<file path="src/rtl/stopwatch_pkg.sv">
// Shared widths, limits and mode encoding for the stopwatch / lap timer.
package stopwatch_pkg;

  localparam int SEC_W   = 6;
  localparam int MIN_W   = 7;
  localparam int SEC_MAX = 59;

  localparam logic MODE_UP   = 1'b0;
  localparam logic MODE_DOWN = 1'b1;

  // One lap record, minutes in the upper bits.
  typedef struct packed {
    logic [MIN_W-1:0] min;
    logic [SEC_W-1:0] sec;
  } lap_t;

  localparam int LAP_W = $bits(lap_t);

endpackage

</file>
<file path="src/rtl/lap_fifo.sv">
// First-word-fall-through FIFO for lap captures; head reads as zero when empty.
module lap_fifo #(
  parameter int DEPTH = 4,
  parameter int WIDTH = 13
) (
  input  logic             clk,
  input  logic             rst_n,
  input  logic             flush,
  input  logic             push,
  input  logic             pop,
  input  logic [WIDTH-1:0] din,
  output logic [WIDTH-1:0] dout,
  output logic             empty,
  output logic             full
);

  localparam int AW = $clog2(DEPTH);

  logic [WIDTH-1:0] mem [DEPTH];
  logic [AW:0]      wr_ptr;
  logic [AW:0]      rd_ptr;
  logic             do_pop;
  logic             do_push;

  assign empty = (wr_ptr == rd_ptr);
  assign full  = (wr_ptr[AW] != rd_ptr[AW]) && (wr_ptr[AW-1:0] == rd_ptr[AW-1:0]);

  // A pop frees a slot in the same cycle, so a push into a full buffer still lands.
  assign do_pop  = pop && !empty;
  assign do_push = push && (!full || do_pop);

  assign dout = empty ? '0 : mem[rd_ptr[AW-1:0]];

  always_ff @(posedge clk or negedge rst_n) begin
    if (!rst_n) begin
      wr_ptr <= '0;
      rd_ptr <= '0;
    end else if (flush) begin
      wr_ptr <= '0;
      rd_ptr <= '0;
    end else begin
      if (do_push) wr_ptr <= wr_ptr + 1'b1;
      if (do_pop)  rd_ptr <= rd_ptr + 1'b1;
    end
  end

  // NOTE: storage has no reset; the pointers alone define which entries are valid.
  always_ff @(posedge clk) begin
    if (do_push && !flush) mem[wr_ptr[AW-1:0]] <= din;
  end

endmodule

</file>
<file path="src/rtl/stopwatch_lap_timer.sv">
// Up/down mm:ss stopwatch with a one-second prescaler and a lap capture buffer.
module stopwatch_lap_timer
  import stopwatch_pkg::*;
#(
  parameter int TICK_DIV = 4,
  parameter int MIN_MAX  = 99,
  parameter int N_LAPS   = 4
) (
  input  logic             clk,
  input  logic             rst_n,
  input  logic             enable,
  input  logic             clear,
  input  logic             mode,
  input  logic             load,
  input  logic [SEC_W-1:0] load_sec,
  input  logic [MIN_W-1:0] load_min,
  input  logic             lap_req,
  input  logic             lap_rd,
  output logic [SEC_W-1:0] seconds,
  output logic [MIN_W-1:0] minutes,
  output logic [SEC_W-1:0] lap_sec,
  output logic [MIN_W-1:0] lap_min,
  output logic             lap_empty,
  output logic             lap_full,
  output logic             lap_ovf,
  output logic             wrap,
  output logic             done
);

  localparam int               PW         = (TICK_DIV > 1) ? $clog2(TICK_DIV) : 1;
  localparam logic [PW-1:0]    PRESC_LAST = PW'(TICK_DIV - 1);
  localparam logic [SEC_W-1:0] SEC_LAST   = SEC_W'(SEC_MAX);
  localparam logic [MIN_W-1:0] MIN_LAST   = MIN_W'(MIN_MAX);

  logic [PW-1:0]    presc;
  logic [PW-1:0]    presc_nxt;
  logic [SEC_W-1:0] sec_nxt;
  logic [MIN_W-1:0] min_nxt;
  logic             wrap_nxt;
  logic             done_nxt;
  logic             tick;
  lap_t             lap_in;
  lap_t             lap_head;

  assign tick = enable && (presc == PRESC_LAST);

  // NOTE: every output gets a default first so no path through this block infers a latch.
  always_comb begin
    presc_nxt = presc;
    sec_nxt   = seconds;
    min_nxt   = minutes;
    wrap_nxt  = 1'b0;
    done_nxt  = 1'b0;
    if (clear) begin
      presc_nxt = '0;
      sec_nxt   = '0;
      min_nxt   = '0;
    end else begin
      if (enable) presc_nxt = tick ? '0 : presc + 1'b1;
      if (load) begin
        presc_nxt = '0;
        sec_nxt   = (load_sec > SEC_LAST) ? SEC_LAST : load_sec;
        min_nxt   = (load_min > MIN_LAST) ? MIN_LAST : load_min;
      end else if (tick) begin
        if (mode == MODE_UP) begin
          if (seconds == SEC_LAST) begin
            sec_nxt = '0;
            if (minutes == MIN_LAST) begin
              min_nxt  = '0;
              wrap_nxt = 1'b1;
            end else begin
              min_nxt = minutes + 1'b1;
            end
          end else begin
            sec_nxt = seconds + 1'b1;
          end
        end else if (seconds != '0) begin
          sec_nxt  = seconds - 1'b1;
          done_nxt = (minutes == '0) && (seconds == SEC_W'(1));
        end else if (minutes != '0) begin
          sec_nxt = SEC_LAST;
          min_nxt = minutes - 1'b1;
        end
      end
    end
  end

  // NOTE: state registers use non-blocking assignments so every flop samples pre-edge values.
  always_ff @(posedge clk or negedge rst_n) begin
    if (!rst_n) begin
      presc   <= '0;
      seconds <= '0;
      minutes <= '0;
      wrap    <= 1'b0;
      done    <= 1'b0;
      lap_ovf <= 1'b0;
    end else begin
      presc   <= presc_nxt;
      seconds <= sec_nxt;
      minutes <= min_nxt;
      wrap    <= wrap_nxt;
      done    <= done_nxt;
      if (clear)                                lap_ovf <= 1'b0;
      else if (lap_req && lap_full && !lap_rd)  lap_ovf <= 1'b1;
    end
  end

  // The capture is the time as it stands before this cycle's update.
  assign lap_in = '{min: minutes, sec: seconds};

  lap_fifo #(
    .DEPTH (N_LAPS),
    .WIDTH (LAP_W)
  ) u_lap_fifo (
    .clk   (clk),
    .rst_n (rst_n),
    .flush (clear),
    .push  (lap_req),
    .pop   (lap_rd),
    .din   (lap_in),
    .dout  (lap_head),
    .empty (lap_empty),
    .full  (lap_full)
  );

  assign lap_sec = lap_head.sec;
  assign lap_min = lap_head.min;

endmodule
</file>
<file path="config.mk">
export PLATFORM = sky130hd
export DESIGN_NAME = stopwatch_lap_timer
export DESIGN_NICKNAME = d
export VERILOG_FILES = /design/src/rtl/stopwatch_pkg.sv /design/src/rtl/lap_fifo.sv /design/src/rtl/stopwatch_lap_timer.sv
export SDC_FILE = /design/constraint.sdc
export NUM_CORES = 1
export LEC_CHECK = 0
export ABC_AREA = 1
export CAP_MARGIN = 40
export CORE_MARGIN = 3
export CORE_UTILIZATION = 25
export CTS_BUF_LIST = sky130_fd_sc_hd__clkbuf_16
export CTS_CLUSTER_SIZE = 30
export DETAILED_ROUTE_END_ITERATION = 10
export PLACE_DENSITY = 0.41
export SYNTH_ARGS = -nofsm -noshare
export SYNTH_HDL_FRONTEND = slang
export SYNTH_SLANG_ARGS = --single-unit
</file>
<file path="constraint.sdc">
create_clock -name clk -period 2.9 [get_ports clk]
set_input_delay 0.29 -clock clk [delete_from_list [all_inputs] [get_ports clk]]
set_output_delay 0.29 -clock clk [all_outputs]
set_load 0.05 [all_outputs]
</file>
==> flow_results.org <==
** Synthesis
- Each instance of the synthesized netlist takes up on average 9.07 um^2.
- The share of synthesized area in the top cell type comes to 0.369.
- Post-synthesis cell area :: 0.00424 mm^2
- By area the synthesized netlist is led by sky130_fd_sc_hd__edfxtp_1, sky130_fd_sc_hd__dfrtp_1, sky130_fd_sc_hd__nand2_1.
- Sequential cell area fraction in the yosys report :: 0.510
- Count of warnings emitted by yosys :: 0
- Post-Syn Instances :: 467
- Total nets after synthesis :: 501
- Flip-flop and latch count after synthesis :: 76
- The synthesized netlist contains 36 unique library cells.
- sky130_fd_sc_hd__edfxtp_1 takes more of the synthesized area than any other cell.

** Route
- Average vias per placed instance :: 4.52
- Via count :: 3374
- Post-route DRC :: 0
- In this run, the number of DRC markers left after iteration 0 of detailed routing was 254.
- Number of nets with antenna violations after detailed routing :: 0
- Total wire length after detailed routing :: 10900 um
- TritonRoute pass-1 iters :: 6
- Routed length per instance :: 14.7 um

** Worst setup path
- On the worst path, the slowest cell contributes a delay of 0.81 ns.
- The critical path goes through xnor2_2 -> nand2_1 -> nor2_4 -> clkdlybuf4s50_1.
- Endpoint type of the worst setup path :: output pin
- Counting both buffers and inverters, the worst setup path holds a total of 1.
- Gate family responsible for the most delay along the worst path :: buffers and inverters
- Required arrival time at the worst endpoint :: 2.61 ns
- Of all nets on the critical path, the largest fanout is 6.
- The worst setup path is of the reg -> out kind.
- The worst setup path is launched from a register.
- At the worst endpoint, the arrival time is 2.04 ns.
- Slowest stage cell on the critical path :: sky130_fd_sc_hd__clkdlybuf4s50_1

** Cells and area
- The final layout contains 559 nets.
- 0 antenna diodes ended up in the layout.
- Fraction of layout cells with a size suffix above 1 :: 0.151
- Post-synthesis to final-layout area growth :: 24.4%

** Timing
- Tmin final :: 2.33 ns
- For the final routed database, the setup TNS stands at 0 ns.
- Highest attainable clock frequency :: 429 MHz
- Number of pins with negative max-slew slack in the final report :: 0
- Final-report hold violation count :: 0
- Setup repair after global routing left no endpoint under its margin.
- For the pin with the worst max-slew slack, the measured transition is 0.534 ns.
- On the final layout, the worst clock skew is 0.00950 ns.
- Final clock period utilization by the worst path :: 0.803
- Setup-failing EPs final :: 0
- In this run the tightest slew margin relative to its limit is 0.644.
- Hold slack final :: 0.327 ns

** Global route
- The first global-routing pass estimated 18000 um of wire.
- After global routing the overflow that remains totals 0.
- For this run, the total global-route usage over all layers was measured as 0.126.
- Largest net degree at the start of global routing :: 29
- The number of global-route vias before repair is 3400.
- The number of antenna violations at the first check in global routing was 0.

** Floorplan
- Number of placement rows :: 46
- Die span in y :: 136 um
- The die covers 0.0185 mm^2.
- The core region is 0.0162 mm^2.
- In this run the count of I/O pins placed on the die edge is 52.
- The initial utilization of the core area, before any placement, comes to 0.261.
- Measured along the x axis, the die boundary spans 136 um.

** Job
- Max cap viols :: 0

** Clock network
- TritonCTS clock tree :: built
- Clock slew seen by the registers of the worst setup and hold paths :: 0.06 ns
- Hold Buf Count CTS :: 0
- H-tree Lvls :: 3
- TritonCTS created 9 clock buffers.
- Sink Count :: 76
- In this run the clock root is driven by a sky130_fd_sc_hd__clkbuf_16.
- Source-to-sink clock delay at the later pin of the worst-skew pair :: 0.33 ns
- The longest clock path from root to sink contains 2 buffers.
- Once the clock tree was built, the setup fixing pass inserted 0 buffers.
- Resized cells post-CTS :: 0

** Placement
- HPWL after detailed placement :: 7530 um
- Port Buf Inserts :: 51
- Routability-driven placement finished with a final weighted congestion of 0.787.

** Power and ir drop
- VDD IR-drop max :: 0.289 mV
- For this design the ratio of total power to cell area is 678 mW/mm^2.
- In this run the static leakage power is 2.24 nW.

** Hold path
- In this run the worst hold path is classified as in -> async.

** Status
- Run status :: completed
[per-layer routing]
metal	GRT usage	up-vias	wire length, um
li1	-	1688	-
met5	0	-	0
met1	0.176	1595	5490
met3	0.0359	7	495
met2	0.193	84	4870
met4	0.0274	0	93
[state kept, by name, indices dropped and copies added, names as in the netlist]
name / count
u_lap_fifo.mem: 52
u_lap_fifo.wr_ptr: 3
done: 1
presc: 2
u_lap_fifo.rd_ptr: 3
seconds: 6
lap_ovf: 1
wrap: 1
minutes: 7
[power breakdown]
part | switching, mW | internal [mW] | total [mW]
clock network | 0.433 | 0.663 | 1.10
logic | 0.811 | 0.362 | 1.17
registers | 0.0755 | 1.23 | 1.31
[cells by family (layout without fill, tap and decap cells)]
logic type | after synthesis | in the layout | synth area share
adders and majority gates | 13 | 13 | 0.0384
and+or+nand+nor | 245 | 245 | 0.271
buffers and inverters | 68 | 131 | 0.0694
DFF | 76 | 76 | 0.510
xor gates and xnor gates | 13 | 13 | 0.0322
AOI/OAI and AO/OA | 52 | 52 | 0.0786
[cells in the final DEF (no fill, tap or decap), types with 2 or more instances in the layout]
| cell type | synthesis | layout |
|---|---|---|
| sky130_fd_sc_hd__o32ai_1 | 13 | 13 |
| sky130_fd_sc_hd__edfxtp_1 | 52 | 52 |
| sky130_fd_sc_hd__clkdlybuf4s50_1 | 0 | 37 |
| sky130_fd_sc_hd__nand2_2 | 7 | 7 |
| sky130_fd_sc_hd__inv_2 | 6 | 6 |
| sky130_fd_sc_hd__nand2_1 | 94 | 94 |
| sky130_fd_sc_hd__nor2_2 | 4 | 4 |
| sky130_fd_sc_hd__o21ai_1 | 4 | 4 |
| sky130_fd_sc_hd__o21ai_0 | 19 | 19 |
| sky130_fd_sc_hd__inv_1 | 44 | 45 |
| sky130_fd_sc_hd__xnor2_2 | 3 | 3 |
| sky130_fd_sc_hd__dfrtp_1 | 24 | 24 |
| sky130_fd_sc_hd__nor2_4 | 3 | 3 |
| sky130_fd_sc_hd__a21oi_1 | 7 | 7 |
| sky130_fd_sc_hd__buf_4 | 3 | 27 |
| sky130_fd_sc_hd__ha_1 | 13 | 13 |
| sky130_fd_sc_hd__xor2_1 | 8 | 8 |
| sky130_fd_sc_hd__nand3_2 | 8 | 8 |
| sky130_fd_sc_hd__o21ai_2 | 3 | 3 |
| sky130_fd_sc_hd__nor2_1 | 70 | 70 |
| sky130_fd_sc_hd__nand3_4 | 2 | 2 |
| sky130_fd_sc_hd__nand4_1 | 9 | 9 |
| sky130_fd_sc_hd__nand3_1 | 44 | 44 |
| sky130_fd_sc_hd__clkinv_2 | 1 | 2 |
| sky130_fd_sc_hd__xnor2_1 | 2 | 2 |
| sky130_fd_sc_hd__nor4_1 | 2 | 2 |
| sky130_fd_sc_hd__clkbuf_16 | 0 | 9 |
[synth_stat cells]
| master | instances |
|---|---|
| sky130_fd_sc_hd__o21ai_0 | 19 |
| sky130_fd_sc_hd__xnor2_1 | 2 |
| sky130_fd_sc_hd__nor2_2 | 4 |
| sky130_fd_sc_hd__o32ai_1 | 13 |
| sky130_fd_sc_hd__nand4_1 | 9 |
| sky130_fd_sc_hd__nand3_1 | 44 |
| sky130_fd_sc_hd__o22ai_1 | 1 |
| sky130_fd_sc_hd__o31ai_1 | 1 |
| sky130_fd_sc_hd__inv_1 | 44 |
| sky130_fd_sc_hd__nand3_4 | 2 |
| sky130_fd_sc_hd__xor2_1 | 8 |
| sky130_fd_sc_hd__nand2_1 | 94 |
| sky130_fd_sc_hd__a31oi_1 | 1 |
| sky130_fd_sc_hd__buf_2 | 9 |
| sky130_fd_sc_hd__clkbuf_1 | 3 |
| sky130_fd_sc_hd__o21ai_2 | 3 |
| sky130_fd_sc_hd__ha_1 | 13 |
| sky130_fd_sc_hd__nor2_1 | 70 |
| sky130_fd_sc_hd__nand2_8 | 1 |
| sky130_fd_sc_hd__dfrtp_1 | 24 |
| sky130_fd_sc_hd__clkinv_2 | 1 |
| sky130_fd_sc_hd__or2_2 | 1 |
| sky130_fd_sc_hd__nand2_2 | 7 |
| sky130_fd_sc_hd__nor4_1 | 2 |
| sky130_fd_sc_hd__o21ai_1 | 4 |
| sky130_fd_sc_hd__o211ai_1 | 1 |
| sky130_fd_sc_hd__inv_2 | 6 |
| sky130_fd_sc_hd__a211oi_1 | 1 |
| sky130_fd_sc_hd__nor2_4 | 3 |
| sky130_fd_sc_hd__o21bai_1 | 1 |
| sky130_fd_sc_hd__xnor2_2 | 3 |
| sky130_fd_sc_hd__nand3_2 | 8 |
| sky130_fd_sc_hd__edfxtp_1 | 52 |
| sky130_fd_sc_hd__buf_4 | 3 |
| sky130_fd_sc_hd__a21oi_1 | 7 |
| sky130_fd_sc_hd__buf_6 | 2 |
[final cells by class]
type	count	area (um^2)
multi-input cells	323	1780
flip-flops and latches	76	2160
fillers	1735	11000
inverters	51	193
repair buffers	64	573
clock buffers	9	225
well taps	216	270
clock inverters	7	67.6
[through the flow]
step	utilization	instances	total power, mW	setup WS, ns	instance area [um^2]
6_report	0.325	746	3.57	0.570	5270
5_1_grt	0.325	746	3.79	0.421	5270
4_1_cts	0.325	746	3.64	0.543	5270
3_5_place_dp	0.307	730	2.52	0.902	4980
3_3_place_gp	0.307	730	2.52	0.915	4980
2_1_floorplan	-	467	2.15	0.850	4240
[final timing paths]
| path | from | endpoint | slack, ns | depth (start not counted) |
|---|---|---|---|---|
| max | u_lap_fifo.wr_ptr[0] | lap_full | 0.57 | 4 |
| min | rst_n | seconds[1] | 0.33 | 2 |
| max reg2reg | minutes[0] | minutes[5] | 0.98 | 9 |
| min reg2reg | seconds[2] | u_lap_fifo.mem[1][2] | 0.51 | 0 |
| max in group asynchronous | rst_n | u_lap_fifo.rd_ptr[1] | 2.29 | 2 |
| min in group clk | seconds[2] | u_lap_fifo.mem[1][2] | 0.51 | 0 |
No activity file was read; power rests on OpenSTA's default activity.
